`src/rtl/dmem_host_pkg.sv`:
```
// Shared types for the data-memory host port.
// Holds the FSM state encoding and default BRAM word geometry.
package dmem_host_pkg;

    localparam int DMEM_ADDR_W = 8;
    localparam int DMEM_DATA_W = 64;

    typedef enum logic [2:0] {
        IDLE     = 3'd0,
        WR       = 3'd1,
        RD_ISSUE = 3'd2,
        RD_WAIT  = 3'd3,
        RD_HOLD  = 3'd4,
        DONE     = 3'd5
    } state_t;

endpackage

```
`src/rtl/dmem_host_port.sv`:
```
// Host-side master for data-memory port B: single/burst word transfers.
// Ports: cmd_* (burst request), wr_* (write stream in), rd_* (read stream
// out), busy/done status, dmem_prog_* (BRAM port B, 1-cycle read latency).
module dmem_host_port
    import dmem_host_pkg::*;
#(
    parameter int ADDR_WIDTH = DMEM_ADDR_W,
    parameter int DATA_WIDTH = DMEM_DATA_W,
    parameter int LEN_WIDTH  = 8
) (
    input  logic                  clk,
    input  logic                  rst_n,
    input  logic                  cmd_valid,
    output logic                  cmd_ready,
    input  logic                  cmd_write,
    input  logic [ADDR_WIDTH-1:0] cmd_addr,
    input  logic [LEN_WIDTH-1:0]  cmd_len,
    input  logic                  wr_valid,
    output logic                  wr_ready,
    input  logic [DATA_WIDTH-1:0] wr_data,
    output logic                  rd_valid,
    input  logic                  rd_ready,
    output logic [DATA_WIDTH-1:0] rd_data,
    output logic                  busy,
    output logic                  done,
    output logic                  dmem_prog_en,
    output logic                  dmem_prog_we,
    output logic [ADDR_WIDTH-1:0] dmem_prog_addr,
    output logic [DATA_WIDTH-1:0] dmem_prog_wdata,
    input  logic [DATA_WIDTH-1:0] dmem_prog_rdata
);

    state_t                state;
    logic [ADDR_WIDTH-1:0] cur_addr;
    logic [LEN_WIDTH-1:0]  remain;
    logic                  last;

    assign last = (remain == '0);

    always_ff @(posedge clk or negedge rst_n) begin
        if (!rst_n) begin
            state    <= IDLE;
            cur_addr <= '0;
            remain   <= '0;
            rd_data  <= '0;
        end else begin
            unique case (state)
                IDLE: begin
                    if (cmd_valid) begin
                        cur_addr <= cmd_addr;
                        remain   <= cmd_len;
                        state    <= cmd_write ? WR : RD_ISSUE;
                    end
                end
                WR: begin
                    if (wr_valid) begin
                        if (last) begin
                            state <= DONE;
                        end else begin
                            cur_addr <= cur_addr + ADDR_WIDTH'(1);
                            remain   <= remain - LEN_WIDTH'(1);
                        end
                    end
                end
                RD_ISSUE: state <= RD_WAIT;
                // BRAM output is valid this cycle; register it so the
                // host sees a stable word however long it stalls.
                RD_WAIT: begin
                    rd_data <= dmem_prog_rdata;
                    state   <= RD_HOLD;
                end
                RD_HOLD: begin
                    if (rd_ready) begin
                        if (last) begin
                            state <= DONE;
                        end else begin
                            cur_addr <= cur_addr + ADDR_WIDTH'(1);
                            remain   <= remain - LEN_WIDTH'(1);
                            state    <= RD_ISSUE;
                        end
                    end
                end
                DONE:    state <= IDLE;
                default: state <= IDLE;
            endcase
        end
    end

    assign cmd_ready = (state == IDLE);
    assign wr_ready  = (state == WR);
    assign rd_valid  = (state == RD_HOLD);
    assign busy      = (state != IDLE);
    assign done      = (state == DONE);

    // Writes go straight through from the stream, so a stalled
    // write stream leaves the port idle.
    assign dmem_prog_we    = (state == WR) && wr_valid;
    assign dmem_prog_en    = dmem_prog_we || (state == RD_ISSUE);
    assign dmem_prog_addr  = cur_addr;
    assign dmem_prog_wdata = wr_data;

endmodule

```
`config.mk`:
```
export PLATFORM = sky130hd
export DESIGN_NAME = dmem_host_port
export DESIGN_NICKNAME = d
export VERILOG_FILES = /design/src/rtl/dmem_host_pkg.sv /design/src/rtl/dmem_host_port.sv
export SDC_FILE = /design/constraint.sdc
export NUM_CORES = 1
export LEC_CHECK = 0
export CAP_MARGIN = 10
export CORE_AREA = 2 2 112 114
export DETAILED_ROUTE_END_ITERATION = 6
export DIE_AREA = 0 0 114 116
export GPL_TIMING_DRIVEN = 0
export PLACE_DENSITY = 0.81
export SLEW_MARGIN = 20
export SYNTH_ARGS = -nofsm -noshare
export SYNTH_HDL_FRONTEND = slang
export SYNTH_SLANG_ARGS = --single-unit
export TNS_END_PERCENT = 100
```
`constraint.sdc`:
```
create_clock -name clk -period 2 [get_ports clk]
set_clock_uncertainty 0.1 [all_clocks]
set_input_delay 0.5 -clock clk [delete_from_list [all_inputs] [get_ports clk]]
set_output_delay 0.5 -clock clk [all_outputs]
set_load 0.02 [all_outputs]
```
### After elaboration in Yosys (flattened, before gate mapping)

Cells that the tools add are included.

| storage, ports and cells | value |
|---|---|
| register bits after elaboration | 83 |

| operators by class | value |
|---|---|
| reduce and logical (&&, ||, !) cells | 8 |
| add/subtract/negate cells | 2 |
| equality and inequality tests | 9 |
| multiplexer cells | 17 |

Operators by type and width:

| kind | number |
|---|---|
| 8-bit two-way mux | 8 |
| 8-bit case mux with 3 select lines | 2 |
| 3-bit two-way mux | 5 |
| 3-bit case mux with 5 select lines | 1 |
| 8-bit by 1-bit adder with 8-bit output, second input constant | 1 |
| 8-bit zero test | 1 |
| 4-bit AND reduction | 2 |
| 8-bit by 1-bit subtractor with 8-bit output, second input constant | 1 |
| 3-bit by 2-bit == test with 1-bit output, second input constant | 2 |
| 3-bit == test, second input constant | 2 |
| 3-bit nonzero test | 2 |
| 2-bit by 1-bit inequality test with 1-bit output, second input constant | 2 |
| 2-bit inequality test, second input constant | 2 |
| 3-bit by 1-bit == test with 1-bit output, second input constant | 1 |
| 3-bit zero test | 1 |
| 2-bit two-way mux | 1 |
| 1-bit logical AND | 1 |
| 1-bit logical OR | 1 |

### Longest topological paths before layout

| logic depth | value |
|---|---|
| depth in word-level cells | 4 |
| mapped depth | 7 |
| depth with buffers taken out | 6 |

### Least setup slack after synthesis

Ideal clock, no wire load.

| path | value |
|---|---|
| path type | register to output |
| start | register state[1] |
| end | output port dmem_prog_we |
| stages on the path, launching flop included | 5 |
| path slack | -0.264 ns |
| arrival time | 1.664 ns |
| cell sequence | dfrtp_1 > buf_2 > buf_1 > nor3b_1 > and2_1 |

| on the way | value |
|---|---|
| cells in the longest elaborated chain, start to end | 2 |

RTL lines:

| element | RTL line | text |
|---|---|---|
| from (decl) | dmem_host_port.sv:33 | `state_t state;` |
| from (signal assigned) | dmem_host_port.sv:52 | `state <= cmd_write ? WR : RD_ISSUE;` |
| 3-bit by 1-bit == test with 1-bit output | -- |  |
| named net wr_ready | dmem_host_port.sv:19 | `output logic wr_ready,` |
| 1-bit logical AND | dmem_host_port.sv:97 | `assign dmem_prog_we = (state == WR) && wr_valid;` |
| to (decl) | dmem_host_port.sv:27 | `output logic dmem_prog_we,` |

The timed path passes the listed nets, and every way through them passes these cells.

### Worst setup path after layout

| path | value |
|---|---|
| start | register state[1] |
| end | output port dmem_prog_we |

| on the way | value |
|---|---|
| cells in the longest elaborated chain, start to end | 2 |

RTL lines:

| element | RTL line |
|---|---|
| 3-bit by 1-bit == test with 1-bit output | dmem_host_port.sv:97 |
| 1-bit logical AND | dmem_host_port.sv:97 |

No other way between the ends.

==> results.py <==
metrics = {
    "outcome": {
        "run_status": "finished with violations",
        "violations": "negative setup slack",
    },
    "placed_design": {
        "place_area_um2": 6740,
        "dp_slack_ns": -0.539,
        "hpwl_mm": 9.38,
        "gp_congestion": 0.835,
        "io_buffers": 228,
    },
    "cts": {
        "numCtsBuffers": 9,
        "cts_tree": "built",
        "cts_max_path_buffers": 2,
        "htreeDepth": 3,
        "worstSkewPairLatency_ns": 0.32,
        "clk_pin_slew_ns": 0.06,
        "root_buffer": "clkbuf_16",
        "cts_num_sinks": 83,
    },
    "detailed_routing": {
        "drt_iter0_drc": 138,
        "drt_first_pass_iters": 4,
        "viasPerCell": 4.99,
        "vias": 3785,
        "wl_per_cell_um": 16.5,
        "totalWireLength_mm": 12.5,
        "ant_nets": 0,
        "drc": 0,
    },
    "timing": {
        "tns_ns": -0.148,
        "tightest_slew_ns": 0.540,
        "hold_viol": 0,
        "finalSetupViolCount": 4,
        "fin_worst_hold_slack_ns": 0.0562,
        "fin_ws_ns": -0.0927,
        "maxSlewHeadroom": 0.640,
        "period_share": 1.05,
        "rsz0062_at_grt": "true",
        "fin_crit_ns": 2.09,
        "report.final.slew_viol_count": 0,
        "max_freq_mhz": 478,
    },
    "global_route": {
        "antenna_found_initial": 0,
        "grt_pass1_wl_mm": 18.3,
        "grt_max_degree": 46,
        "grt_use_total": 0.175,
        "grt_pass1_vias": 3733,
        "grt-ovfl-total": 0,
    },
    "die": {
        "initial_core_util": 0.356,
        "die_w_um": 114,
        "die_area_um2": 13200,
        "core_um2": 11900,
        "die_h_um": 116,
        "pin_count": 293,
        "num_rows": 40,
    },
    "synth": {
        "syn_avg_cell_area_um2": 12.1,
        "synthCells": 350,
        "ys_ff_latch": 83,
        "synth_top_area_frac": 0.490,
        "synth_compound_area_frac": 0.0917,
        "yosysUniqueCellTypes": 46,
        "yosysTopAreaCell": "dfrtp_1",
        "synthXorXnorAreaFrac": 0.0130,
        "synthTopCellsByArea": "dfrtp_1 49%, mux2_2 17%, buf_4 12%",
        "yosysSeqAreaShare": 0.490,
        "netlist_area_um2": 4240,
        "synthAdderAreaFrac": 0.00885,
        "synth_mux_area_frac": 0.187,
        "synth_top_family_by_area": "multiplexers",
        "syn_nets": 503,
        "synthSimpleGateAreaFrac": 0.0646,
        "synth-warning-count": 0,
    },
    "power": {
        "p_leak_nw": 3.11,
        "power_density_nw_per_um2": 1660,
        "vdd_drop_max_mv": 0.853,
    },
    "cells_and_area": {
        "post-route-cell-area_um2": 7280,
        "drive_gt1_frac": 0.338,
        "final_util": 0.611,
        "area_growth_pct": 71.6,
        "final_nets": 763,
        "n_antenna_cell": 0,
    },
    "critical_path": {
        "reg2reg_slack_ns": -0.02,
        "critPathKind": "flip-flop to output port",
        "worst_setup_path_start_kind": "flip-flop",
        "cp_data_arrival_time_ns": 1.49,
        "endpoint_kind": "output port",
        "required_ns": 1.40,
        "worstPathMaxFanout": 4,
        "worst-r2r-cell-count": 7,
    },
    "flow_run": {
        "cap_violations": 0,
    },
    "min_path": {
        "hold_class": "input port to asynchronous set/reset pin",
    },
}
==> cell families (layout without fill, tap and decap cells) <==
kind of cell             after synthesis  in the layout
multiplexers                          71             71
adder cells (fa/ha/maj)                3              3
XOR/XNOR                               2              3
buffers and inverters                 88            349
AO/OA/AOI/OAI                         56             56
AND/OR/NAND/NOR                       47             47
flip-flops                            83             83
==> what timing repair did <==
action	4_1_cts	5_1_grt
setup buffers	9	10
pin swaps	4	6
hold buffers	0	0
endpoints found under the setup margin	11	81
cloned	0	1
resized for setup	58	18
==> flip-flops by register name, summed over array words and instances (netlist names) <==
signal          cells
rd_data            64
dmem_prog_addr      8
remain              8
state               3
==> per-stage QoR <==
stage	power [mW]	instances
after detailed placement	9.84	726
after global routing	12.7	759
final	12.1	759
after floorplan	7.07	350
after CTS	11.7	748
after global placement	9.61	725
==> synthesized netlist by cell type, drive strengths merged <==
cell type	n
dfrtp	83
buf	81
mux2	65
o21ai	13
a211oi	8
a21oi	8
nor3	7
inv	6
mux2i	6
nor2	6
a2bb2oi	5
nand2	5
nand3	5
o31ai	5
and3	4
a22oi	3
ha	3
nand2b	3
nand4	3
nor3b	3
o22ai	3
o2bb2ai	3
and2	2
nand3b	2
nor4	2
nor4b	2
a211o	1
a311oi	1
a31o	1
a31oi	1
and4	1
clkbuf	1
o21a	1
o21bai	1
o311a	1
o31a	1
or2	1
or3	1
xnor2	1
xor2	1
==> cell type report <==
cell class | count | area (µm²)
Inverter | 6 | 26.3
Sequential cell | 83 | 2080
Clock inverter | 3 | 42.5
Buffer | 82 | 642
Timing Repair Buffer | 248 | 2430
Tap cell | 147 | 184
Multi-Input combinational cell | 180 | 1650
Fill cell | 942 | 4630
Clock buffer | 10 | 229
==> critical path, cell delays in order (launching register included) <==
cell     delay (ns)
dfrtp_1        0.40
buf_6          0.15
buf_8          0.13
nor3b_4        0.21
and2_4         0.18
buf_6          0.11
==> per-layer routing <==
metal	GRT usage	share of wire	up-vias
li1	-	-	1702
met1	0.202	0.38	1812
met4	0.0732	0.024	0
met3	0.0340	0.074	30
met5	0	0	-
met2	0.319	0.52	241
==> report_power, final <==
group          leakage, nW  internal [mW]  switching [mW]
clock network        0.130          0.944           0.609
registers            0.974           2.57           0.560
logic                 2.01           3.83            3.57
==> path summary, 6_finish.rpt <==
path / from / to
max in group asynchronous: rst_n / rd_data[43]$_DFFE_PN0P_
worst min register to register: rd_data[18]$_DFFE_PN0P_ / rd_data[18]$_DFFE_PN0P_
worst max-delay path: state[1]$_DFFE_PN0P_ / dmem_prog_we
min in group clk: rd_data[18]$_DFFE_PN0P_ / rd_data[18]$_DFFE_PN0P_
worst min-delay path: rst_n / state[1]$_DFFE_PN0P_
worst max register to register: state[0]$_DFFE_PN0P_ / remain[7]$_DFFE_PN0P_
==> cell usage in the layout (no fill, tap or decap), types with 6 or more instances in the layout <==
cell             synthesis  routed
a211oi_1                 8       7
a21oi_1                  8       7
mux2_2                  65      65
clkbuf_16                0       9
buf_4                   65      85
buf_2                   11       8
o21ai_1                  6       6
o21ai_0                  7       7
clkdlybuf4s50_1          0     215
nor3_1                   7       6
dfrtp_1                 83      83
mux2i_1                  6       6
buf_6                    4      10
Power figures use the tool's default switching activity.
